<file path="config.mk">
export PLATFORM = sky130hd
export DESIGN_NAME = adc_stream_packer
export DESIGN_NICKNAME = d
export VERILOG_FILES = /design/src/rtl/adc_stream_packer.sv
export SDC_FILE = /design/constraint.sdc
export NUM_CORES = 1
export LEC_CHECK = 0
export CAP_MARGIN = 20
export CELL_PAD_IN_SITES_DETAIL_PLACEMENT = 0
export CELL_PAD_IN_SITES_GLOBAL_PLACEMENT = 2
export CORE_AREA = 2 2 229 231
export DETAILED_ROUTE_END_ITERATION = 6
export DIE_AREA = 0 0 231 233
export HOLD_SLACK_MARGIN = 0.15
export PLACE_DENSITY_LB_ADDON = 0.1
export SYNTH_ARGS = -nofsm -noshare
export SYNTH_HDL_FRONTEND = slang
export SYNTH_SLANG_ARGS = --single-unit
</file>
<file path="constraint.sdc">
create_clock -name clk -period 7.8 [get_ports clk]
set_input_delay 1.56 -clock clk [delete_from_list [all_inputs] [get_ports clk]]
set_output_delay 1.56 -clock clk [all_outputs]
set_load 0.02 [all_outputs]
</file>
<file path="src/rtl/adc_stream_packer.sv">
// Drains 32-bit ADC samples from the output FIFO and serialises them as numbered byte frames:
// sync, seq, count, big-endian samples, then an additive checksum, over a valid/ready stream.
module adc_stream_packer #(
  parameter int         FRAME_LEN = 16,
  parameter logic [7:0] SYNC_BYTE = 8'hA5
) (
  input  logic        clk,
  input  logic        rst,
  input  logic        enable,
  input  logic        flush,
  input  logic        fifo_empty,
  output logic        fifo_rd_en,
  input  logic [31:0] fifo_rd_data,
  output logic [7:0]  m_data,
  output logic        m_valid,
  input  logic        m_ready,
  output logic        m_last,
  output logic        busy,
  output logic [15:0] frame_cnt
);

  localparam int         IW = (FRAME_LEN > 1) ? $clog2(FRAME_LEN) : 1;
  localparam logic [7:0] FL = 8'(FRAME_LEN);

  typedef enum logic [2:0] {
    S_IDLE, S_FILL, S_SYNC, S_SEQ, S_LEN, S_DATA, S_CSUM
  } state_t;

  state_t      state, state_n;
  logic [7:0]  cnt, cnt_n, cnt_cap;
  logic        pend, pend_n;
  logic        flush_pend, flush_pend_n;
  logic [7:0]  seq, seq_n;
  logic [7:0]  csum, csum_n;
  logic [9:0]  byte_idx, byte_idx_n, nidx;
  logic [7:0]  m_data_n;
  logic        m_valid_n, m_last_n;
  logic [15:0] frame_cnt_n;
  logic [31:0] sample_buf [FRAME_LEN];
  logic [31:0] word;
  logic [7:0]  next_byte;
  logic        hs, leave_fill;

  assign busy = (state != S_IDLE);
  assign hs   = m_valid & m_ready;

  always_comb begin
    nidx = (state == S_LEN) ? 10'd0 : byte_idx + 10'd1;
    word = sample_buf[nidx[IW+1:2]];
    case (nidx[1:0])
      2'd0:    next_byte = word[31:24];
      2'd1:    next_byte = word[23:16];
      2'd2:    next_byte = word[15:8];
      default: next_byte = word[7:0];
    endcase
  end

  // Exit decisions use the count including this cycle's capture, so the last sample and SYNC
  // are only one cycle apart; no new read is issued in the exit cycle.
  assign cnt_cap    = cnt + {7'd0, pend};
  assign leave_fill = (cnt_cap == FL) || ((flush_pend || !enable) && (cnt_cap != 8'd0));

  always_comb begin
    state_n      = state;
    cnt_n        = cnt;
    pend_n       = pend;
    flush_pend_n = flush_pend | flush;
    seq_n        = seq;
    csum_n       = csum;
    byte_idx_n   = byte_idx;
    m_data_n     = m_data;
    m_valid_n    = m_valid;
    m_last_n     = m_last;
    frame_cnt_n  = frame_cnt;
    fifo_rd_en   = 1'b0;
    case (state)
      S_IDLE: if (enable) state_n = S_FILL;
      S_FILL: begin
        cnt_n = cnt_cap;
        if (leave_fill) begin
          state_n   = S_SYNC;
          m_valid_n = 1'b1;
          m_data_n  = SYNC_BYTE;
          m_last_n  = 1'b0;
          csum_n    = 8'd0;
        end else if (!enable) begin
          state_n = S_IDLE;
        end else begin
          if (flush_pend) flush_pend_n = flush;
          fifo_rd_en = !fifo_empty;
        end
        pend_n = fifo_rd_en;
      end
      S_SYNC: if (hs) begin
        state_n  = S_SEQ;
        m_data_n = seq;
      end
      S_SEQ: if (hs) begin
        state_n  = S_LEN;
        m_data_n = cnt;
        csum_n   = csum + m_data;
      end
      S_LEN: if (hs) begin
        state_n    = S_DATA;
        byte_idx_n = 10'd0;
        m_data_n   = next_byte;
        csum_n     = csum + m_data;
      end
      S_DATA: if (hs) begin
        csum_n = csum + m_data;
        if (byte_idx == ({2'b00, cnt, 2'b00} - 10'd1)) begin
          state_n  = S_CSUM;
          m_data_n = csum + m_data;
          m_last_n = 1'b1;
        end else begin
          byte_idx_n = byte_idx + 10'd1;
          m_data_n   = next_byte;
        end
      end
      S_CSUM: if (hs) begin
        m_valid_n    = 1'b0;
        m_last_n     = 1'b0;
        m_data_n     = 8'd0;
        cnt_n        = 8'd0;
        flush_pend_n = flush;
        seq_n        = seq + 8'd1;
        frame_cnt_n  = frame_cnt + 16'd1;
        state_n      = enable ? S_FILL : S_IDLE;
      end
      default: state_n = S_IDLE;
    endcase
  end

  always_ff @(posedge clk) begin
    if (!rst) begin
      state      <= S_IDLE;
      cnt        <= 8'd0;
      pend       <= 1'b0;
      flush_pend <= 1'b0;
      seq        <= 8'd0;
      csum       <= 8'd0;
      byte_idx   <= 10'd0;
      m_data     <= 8'd0;
      m_valid    <= 1'b0;
      m_last     <= 1'b0;
      frame_cnt  <= 16'd0;
    end else begin
      state      <= state_n;
      cnt        <= cnt_n;
      pend       <= pend_n;
      flush_pend <= flush_pend_n;
      seq        <= seq_n;
      csum       <= csum_n;
      byte_idx   <= byte_idx_n;
      m_data     <= m_data_n;
      m_valid    <= m_valid_n;
      m_last     <= m_last_n;
      frame_cnt  <= frame_cnt_n;
    end
  end

  // Sample storage needs no reset: cnt decides which entries are meaningful.
  always_ff @(posedge clk) begin
    if (state == S_FILL && pend) sample_buf[cnt[IW-1:0]] <= fifo_rd_data;
  end

endmodule

</file>
# Word level (Yosys, flattened, before mapping)
# Memories as Yosys holds them, arrays and structs flattened.
# Cells that the tools add are included.
# op_classes
eq_ne	21
add_sub_neg	6
n_reduce_logical	24
n_mux	46
bitwise	2
# ops
operator	count
$mux 8	9
$pmux 8 s6	1
$pmux 8 s2	2
$mux 10	3
$mux 3	9
$pmux 8 s3	1
$pmux 3 s7	1
$pmux 10 s2	1
$ne 2x2->1 const B	9
$add 16x1->16 const B	1
$mux 1	15
$eq 10x12->1	1
$sub 10x1->11 const B	1
$add 10x1->10 const B	1
$eq 3x3->1 const B	3
$add 8x1->8	1
$add 8x1->8 const B	1
$add 8x8->8	1
$eq 8x5->1 const B	1
$reduce_and 8->1	1
$reduce_bool 8->1	1
$reduce_and 7->1	1
$eq 3x2->1 const B	2
$mux 6	1
22 further kinds	31
# totals
ff_bits	65
wordCells	111
mem_bits_rw	512
n_memories	1
# mem_list
memory	words	word_bits	read_ports	rd_clocked_by_memory_dff	write_ports	line	source
sample_buf	16	32	1	0	1	39	logic [31:0] sample_buf [FRAME_LEN];

# Logic depth before layout (Yosys ltp)
# depth
depth_word	7
mapped_depth	14
depth_no_buf	10

# Least setup slack after synthesis
# Ideal clock, no wire load.
# synth_timing
path_type	register -> output
startpoint	register cnt[0]
endpoint	output port fifo_rd_en
arrival_time_ns	2.365
t_required_ns	6.240
path_stages_with_launch	9
setup_slack_ns	3.875
n_path_buf	0
path_cell_list	dfxtp_1 ha_1 ha_1 nand3_1 or4_1 nand3_1 and3_1 o211ai_1 nor2_1
# synth_via
elab_chain_cells	6
word_cells_on_any_way	7
classes_between	add/sub: 1; eq/ne: 1; mux: 2; reduce/logical: 3
# synth_lines
element	line	source
from (decl)	30	logic [7:0] cnt, cnt_n, cnt_cap;
from (signal assigned)	149	cnt <= cnt_n;
$add 8x1->8 (*)	60	assign cnt_cap = cnt + {7'd0, pend};
$reduce_bool 8->1	61	assign leave_fill = (cnt_cap == FL) || ((flush_pend || !enable) && (cnt_cap != 8'd0));
$logic_and 1x1->1	61	
$logic_or 1x1->1 (*)	61	
$mux 1 (*)	80	if (leave_fill) begin
$mux 1 (*)	76	case (state)
to (decl)	12	output logic fifo_rd_en,
# Every way passes the cells marked *; elsewhere a longest branch is shown, timed or not.

# Worst setup path after layout
# Ends and elaborated chain as after synthesis.

==> results.json <==
{
  "outcome": "completed",
  "detail_route.drc_violations": 0,
  "place_congestion": 0.781,
  "critical_path.top_delay_family": "simple AND/OR/NAND/NOR gates",
  "global_route.usage.total_pct": 26.7,
  "number_of_drc_markers_after_the_initial_detailed_route_iteration": 1683,
  "route.detailed.vias_per_inst": 6.11,
  "tritoncts": "yes",
  "timing.hold.worst.class": "reg2reg",
  "dieArea_um2": 53800,
  "p_per_area_nw_per_um2": 227,
  "grt_first_pass_wirelength_um": 105000,
  "detailed_place_hpwl_um": 38800,
  "start_kind": "flop",
  "detail_route.wirelength_um": 71500,
  "final.period_utilization_pct": 68.3,
  "drt-wirelength-per-cell_um": 27.5,
  "postCtsHoldBufs": 0,
  "yosys-top-cells-area": "edfxtp_1, dfxtp_1, nand2_1",
  "ys_dominant_reg_cell": "edfxtp_1",
  "die_x_um": 231,
  "p_switching_uw": 1280,
  "p_int_uw": 4970,
  "top_level_ports": 66,
  "ys_warn_count": 0,
  "synth-seq-cells": 577,
  "number_of_buffers_inserted_by_port_buffering": 65,
  "cts_setup_buffers": 0,
  "peakVddDrop_v": 0.000179,
  "worst_slew_margin_rel_pct": 27.1,
  "seq_power_share_pct": 53.9,
  "hold_viol": 0,
  "finalSetupViolCount": 0,
  "grt_pass1_vias": 15300,
  "post_route_cells_drive_above_1_share_pct": 10.3,
  "synthesis.area_per_instance_um2": 13.4,
  "placeableCoreArea_um2": 51100,
  "switching_share_pct": 20.5,
  "grt_remaining_overflow": 0,
  "power.clock.fraction_pct": 44.4,
  "finish.net_count": 1929,
  "buffer_depth_of_the_longest_clock_path": 3,
  "final.setup_skew_ps": 23.7,
  "critPathMaxFanout": 9,
  "worst_skew_pair.late_latency_ps": 650,
  "pin_count_of_the_biggest_net_entering_global_routing": 122,
  "critPathSlowestCell": "clkdlybuf4s50_1",
  "net_count_after_synthesis": 1879,
  "grt_antenna_before_repair": 2,
  "antenna-diode-count": 0,
  "post_cts.resized_instances": 0,
  "worst_path_largest_cell_delay_ps": 620,
  "timing.max_cap.violations": 0,
  "netlist-cell-type-count": 86,
  "ys_seq_area_share_pct": 68.2,
  "worst_setup_path_end_kind": "primary output",
  "vias": 15900,
  "cts-root-buf": "clkbuf_16",
  "drt.antenna.violating_nets": 0,
  "critical_path.cell_chain": "ha_1 > ha_1 > nand3_1 > or4_1 > nand3_1 > and3_1 > o211ai_1 > nor2_1 > clkdlybuf4s50_1",
  "die_h_um": 233,
  "fin_crit_ps": 5330,
  "path_buf_inv": 1,
  "share_of_total_power_in_combinational_logic_pct": 1.6,
  "mostFrequentLayoutCells": "edfxtp_1, nand2_1, nand3_1",
  "num_cts_buffers": 61,
  "rsz0062_at_grt": "false",
  "leakagePower_uw": 0.00893,
  "criticalPathCategory": "reg2out",
  "synth_enable_flop_cells": 512,
  "final.setup.tns_ps": 0,
  "synth-async-reset-ratio_pct": 0,
  "synth_top_cell_by_area": "edfxtp_1",
  "initial_utilization_pct": 47.9,
  "clock-sinks": 577,
  "syn_inst": 1823,
  "final_common_cell": "edfxtp_1",
  "htree_levels": 2,
  "std_cell_rows": 83,
  "post-synth-top-area-fraction_pct": 62.9,
  "worst_setup_hold_path_clk_slew_ps": 50,
  "fmax_ghz": 0.188,
  "total_power_uw": 6250,
  "final_util_pct": 54.0,
  "worstMarginPinSlew_ps": 1090,
  "slew_violations": 0,
  "area_delta_synth_final_pct": 12.8,
  "worst-endpoint-required_ps": 6240,
  "arrival_ps": 3770,
  "drt_pre_antenna_iters": 5,
  "synthesis.area_um2": 24500
}
[worst min-delay path: cells and delay by family, from the launching register on]
| kind | cells | cell delay [ps] |
|---|---|---|
| AOI/OAI and AO/OA | 1 | 50 |
| DFF | 1 | 310 |
| and+or+nand+nor | 1 | 60 |
[cell usage after synthesis, drive strengths merged (6+ instances only)]
cell type  instances
a21oi             50
nand2            300
a211oi            41
ha                17
nor2              88
mux4              23
nand3            109
xnor2             23
a22oi             11
edfxtp           512
and2              17
mux2              19
o211ai            17
clkbuf            39
and3              51
a31oi             25
a32oi             13
or3                6
o22ai              7
a311oi            15
nor4               9
mux2i             45
buf               77
dfxtp             65
o21ai             47
xor2              24
nand4             35
nor3              19
inv               17
[cells by family after synthesis]
logic type      share of synthesized area [%]
simple gates                             13.0
buf+inv                                  2.80
fa+ha+maj                               0.952
compound gates                           8.59
xor+xnor                                 1.68
flops                                    68.2
mux                                      4.83
[path summary, 6_finish.rpt]
| path | endpoint | slack (ps) | start | cells past startpoint |
|---|---|---|---|---|
| worst max-delay path | fifo_rd_en | 2470 | cnt[0]$_SDFFE_PN0P_ | 9 |
| worst min-delay path | csum[0]$_SDFFE_PN0P_ | 470 | csum[0]$_SDFFE_PN0P_ | 2 |
| worst max register to register | m_data[5]$_SDFFE_PN0P_ | 3280 | state[0]$_SDFFE_PN0P_ | 9 |
| worst min register to register | csum[0]$_SDFFE_PN0P_ | 470 | csum[0]$_SDFFE_PN0P_ | 2 |
[layer usage]
layer,vias to the layer above,share of wire (%),wire [um],track usage (%)
met3,137,6.8,4890,3.74
met1,8043,42,30300,37.1
met4,2,3.5,2490,9.52
li1,7053,-,-,-
met5,-,0.018,13,0
met2,665,47,33800,43.2
[flip-flops by register name, indices dropped and copies added (netlist names)]
signal / cells
sample_buf: 512
frame_cnt: 16
byte_idx: 10
cnt: 8
csum: 8
m_data: 8
seq: 8
state: 3
flush_pend: 1
m_last: 1
m_valid: 1
pend: 1
[power by group through the flow]
stage	combinational, uW	clock (uW)	sequential (uW)
6_report	102	2780	3370
5_1_grt	109	2930	3370
4_1_cts	102	2820	3370
3_5_place_dp	101	0	3440
3_3_place_gp	98.4	0	3440
2_1_floorplan	33.0	0	3430
[through the flow]
stage               hold slack (ps)  instance area [um^2]  worst slack (ps)  std cells
global route                    507                 27600              2150       2601
global placement                457                 25700              3110       2490
CTS                             472                 27600              2440       2601
floorplan                       452                 24500              3880       1823
detailed placement              464                 25700              3110       2490
finish                          471                 27600              2470       2601
[layout make-up]
cell class	count	area [um^2]
tap	680	851
inverter	17	63.8
timing repair buffer	103	961
clock inverter	29	255
sequential	577	16700
fill	4341	23500
multi-input combinational	1113	7170
clock buffer	82	1620
Note: power is estimated with default switching activity, not from simulation.
==> RTL edit, RTL diff (config.mk and constraints unchanged) <==
Register the output `frame_cnt` once more, cleared by the reset; this adds one clock of latency there. The other outputs are not delayed to match.
--- a/src/rtl/adc_stream_packer.sv
+++ b/src/rtl/adc_stream_packer.sv
@@ -26,4 +26,6 @@
     S_IDLE, S_FILL, S_SYNC, S_SEQ, S_LEN, S_DATA, S_CSUM
   } state_t;
+
+  logic [15:0] frame_cnt_s0;
 
   state_t      state, state_n;
@@ -72,5 +74,5 @@
     m_valid_n    = m_valid;
     m_last_n     = m_last;
-    frame_cnt_n  = frame_cnt;
+    frame_cnt_n  = frame_cnt_s0;
     fifo_rd_en   = 1'b0;
     case (state)
@@ -125,5 +127,5 @@
         flush_pend_n = flush;
         seq_n        = seq + 8'd1;
-        frame_cnt_n  = frame_cnt + 16'd1;
+        frame_cnt_n  = frame_cnt_s0 + 16'd1;
         state_n      = enable ? S_FILL : S_IDLE;
       end
@@ -144,5 +146,5 @@
       m_valid    <= 1'b0;
       m_last     <= 1'b0;
-      frame_cnt  <= 16'd0;
+      frame_cnt_s0 <= 16'd0;
     end else begin
       state      <= state_n;
@@ -156,5 +158,5 @@
       m_valid    <= m_valid_n;
       m_last     <= m_last_n;
-      frame_cnt  <= frame_cnt_n;
+      frame_cnt_s0 <= frame_cnt_n;
     end
   end
@@ -165,4 +167,12 @@
   end
 
+  always_ff @(posedge clk) begin
+    if (!rst) begin
+      frame_cnt <= '0;
+    end else begin
+      frame_cnt <= frame_cnt_s0;
+    end
+  end
+
 endmodule
 
Formal check against the unedited RTL: same outputs for any inputs over 4 cycles, from zero or initial values and one cycle with rst low; that may be too few to reach the edited logic, so the function may still have changed.
==> RTL edit against the unedited design <==
Register-to-register slack got worse by 230 ps. Non-clock buffer count rose by 4. Worst setup slack got worse by 180 ps. Routed wire length fell by 2.7%. Sequential cell count rose by 16. Design area rose by 1.7%. Critical path type unchanged. Via count rose by 4.4%. Total power rose by 3.5%. Synthesized area rose by 1.0%. Global-route usage fell by 0.76 points. Final cell count rose by 6.3%.
==> RTL edit: results (changes against the unedited design) <==
[status]
status = complete, no violations

[finish]
fillers = 4264  ; -1.8%
nets = 2088  ; +8.2%
drive_gt1_frac = 0.0840  ; -0.0191

[synthesis]
yosys-top-cells-area = edfxtp_1 62%, dfxtp_1 6.6%, nand2_1 6.3%, nand3_1 2.6%, a211oi_1 2.2%
post_synth_num_cell_types = 72  ; -16%
syn_inst = 1998  ; +9.6%
ys_seq_area_frac = 0.688  ; +0.00602

[place]
hpwl_mm = 36.4  ; -6.1%
dpl_worst_slack_ps = 2650  ; -458 ps
gp_congestion = 0.830  ; +6.3%
place_inst = 2649  ; +6.4%

[critical_path]
r2r_start = byte_idx[0]$_SDFFE_PN0P_
cp.arrival_ps = 3950  ; +180 ps
r2r_slack_ps = 3050  ; -230 ps
r2r_end = m_data[3]$_SDFFE_PN0P_
reg2reg_depth = 11  ; +2
worstPathMaxFanout = 10  ; +1

[cts]
cts_buffers = 61  ; unchanged

[global_routing]
grt_pass1_vias = 15694  ; +2.7%
grt_usage = 0.260  ; -0.00760
grt_max_degree = 148  ; +21%

[power_and_ir_drop]
ir_drop_uv = 163  ; -8.7%
leakagePower_nw = 9.54  ; +6.8%
p_sw_w = 0.00131  ; +2.4%

[sta]
hold_ws_ps = 472  ; +1.51 ps
skew_ps = 22.2  ; -1.50 ps
worstMarginPinSlew_ps = 1080  ; -13.1 ps
fmax_ghz = 0.182  ; -3.2%

[drt]
wl_per_cell_um = 25.2  ; -8.5%

RTL edit: changes by cell type after synthesis, sizes merged, moves of 23 or more:
cell    change
nand2     +113
a311oi     +39
and3       +34
a211oi     +33
clkbuf     +32
a31oi      +30
mux4       -23
RTL edit: final cells by class:
type / instances / share of cell area
inverters: 11 / 0.00147
repair buffers: 107 / 0.0353
flip-flops and latches: 593 / 0.606
well taps: 680 / 0.0303
multi-input cells: 1258 / 0.256
diodes: 3 / 0.000268
clock buffers: 84 / 0.0588
clock inverters: 30 / 0.0119
RTL edit: power groups by stage:
stage | Combinational, W | Clock (W) | Sequential (W)
2_1_floorplan | 0.0000479 | 0 | 0.00352
3_3_place_gp | 0.000123 | 0 | 0.00352
3_5_place_dp | 0.000124 | 0 | 0.00352
4_1_cts | 0.000124 | 0.00294 | 0.00345
5_1_grt | 0.000136 | 0.00306 | 0.00345
6_report | 0.000124 | 0.00290 | 0.00345
RTL edit: logic make-up after synthesis:
| kind of cell | synth area share |
|---|---|
| AOI/OAI and AO/OA | 0.0978 |
| muxes | 0.0101 |
| and+or+nand+nor | 0.155 |
| buffers and inverters | 0.0249 |
| xor gates and xnor gates | 0.0145 |
| DFF | 0.688 |
| adders and majority gates | 0.00942 |
RTL edit: worst max-delay path by stage:
| stage | start | to |
|---|---|---|
| after floorplan | enable | fifo_rd_en |
| after global placement | enable | fifo_rd_en |
| after detailed placement | enable | fifo_rd_en |
| after CTS | cnt[0]$_SDFFE_PN0P_ | fifo_rd_en |
| after global routing | cnt[0]$_SDFFE_PN0P_ | fifo_rd_en |
| final | cnt[0]$_SDFFE_PN0P_ | fifo_rd_en |
RTL edit: metrics by stage:
step	area, µm²	power [W]	utilization
finish	28100	0.00647	0.549
global route	28100	0.00665	0.549
CTS	28100	0.00652	0.549
detailed placement	26100	0.00364	0.510
global placement	26100	0.00364	0.510
floorplan	24700	0.00356	-
RTL edit: critical path, stage by stage (launching register included):
cell,delay (ps)
dfxtp_1,580
ha_1,280
ha_1,260
xor2_1,80
or3_1,330
nor4_1,530
and3_1,270
o211ai_1,140
nor2_1,220
clkdlybuf4s50_1,630
RTL edit: per-layer routing:
| metal | track usage | share of wire | vias up |
|---|---|---|---|
| li1 | - | - | 7591 |
| met1 | 0.354 | 0.43 | 8294 |
| met2 | 0.422 | 0.47 | 571 |
| met3 | 0.0388 | 0.062 | 145 |
| met4 | 0.0984 | 0.035 | 4 |
| met5 | 0 | 0.00037 | - |
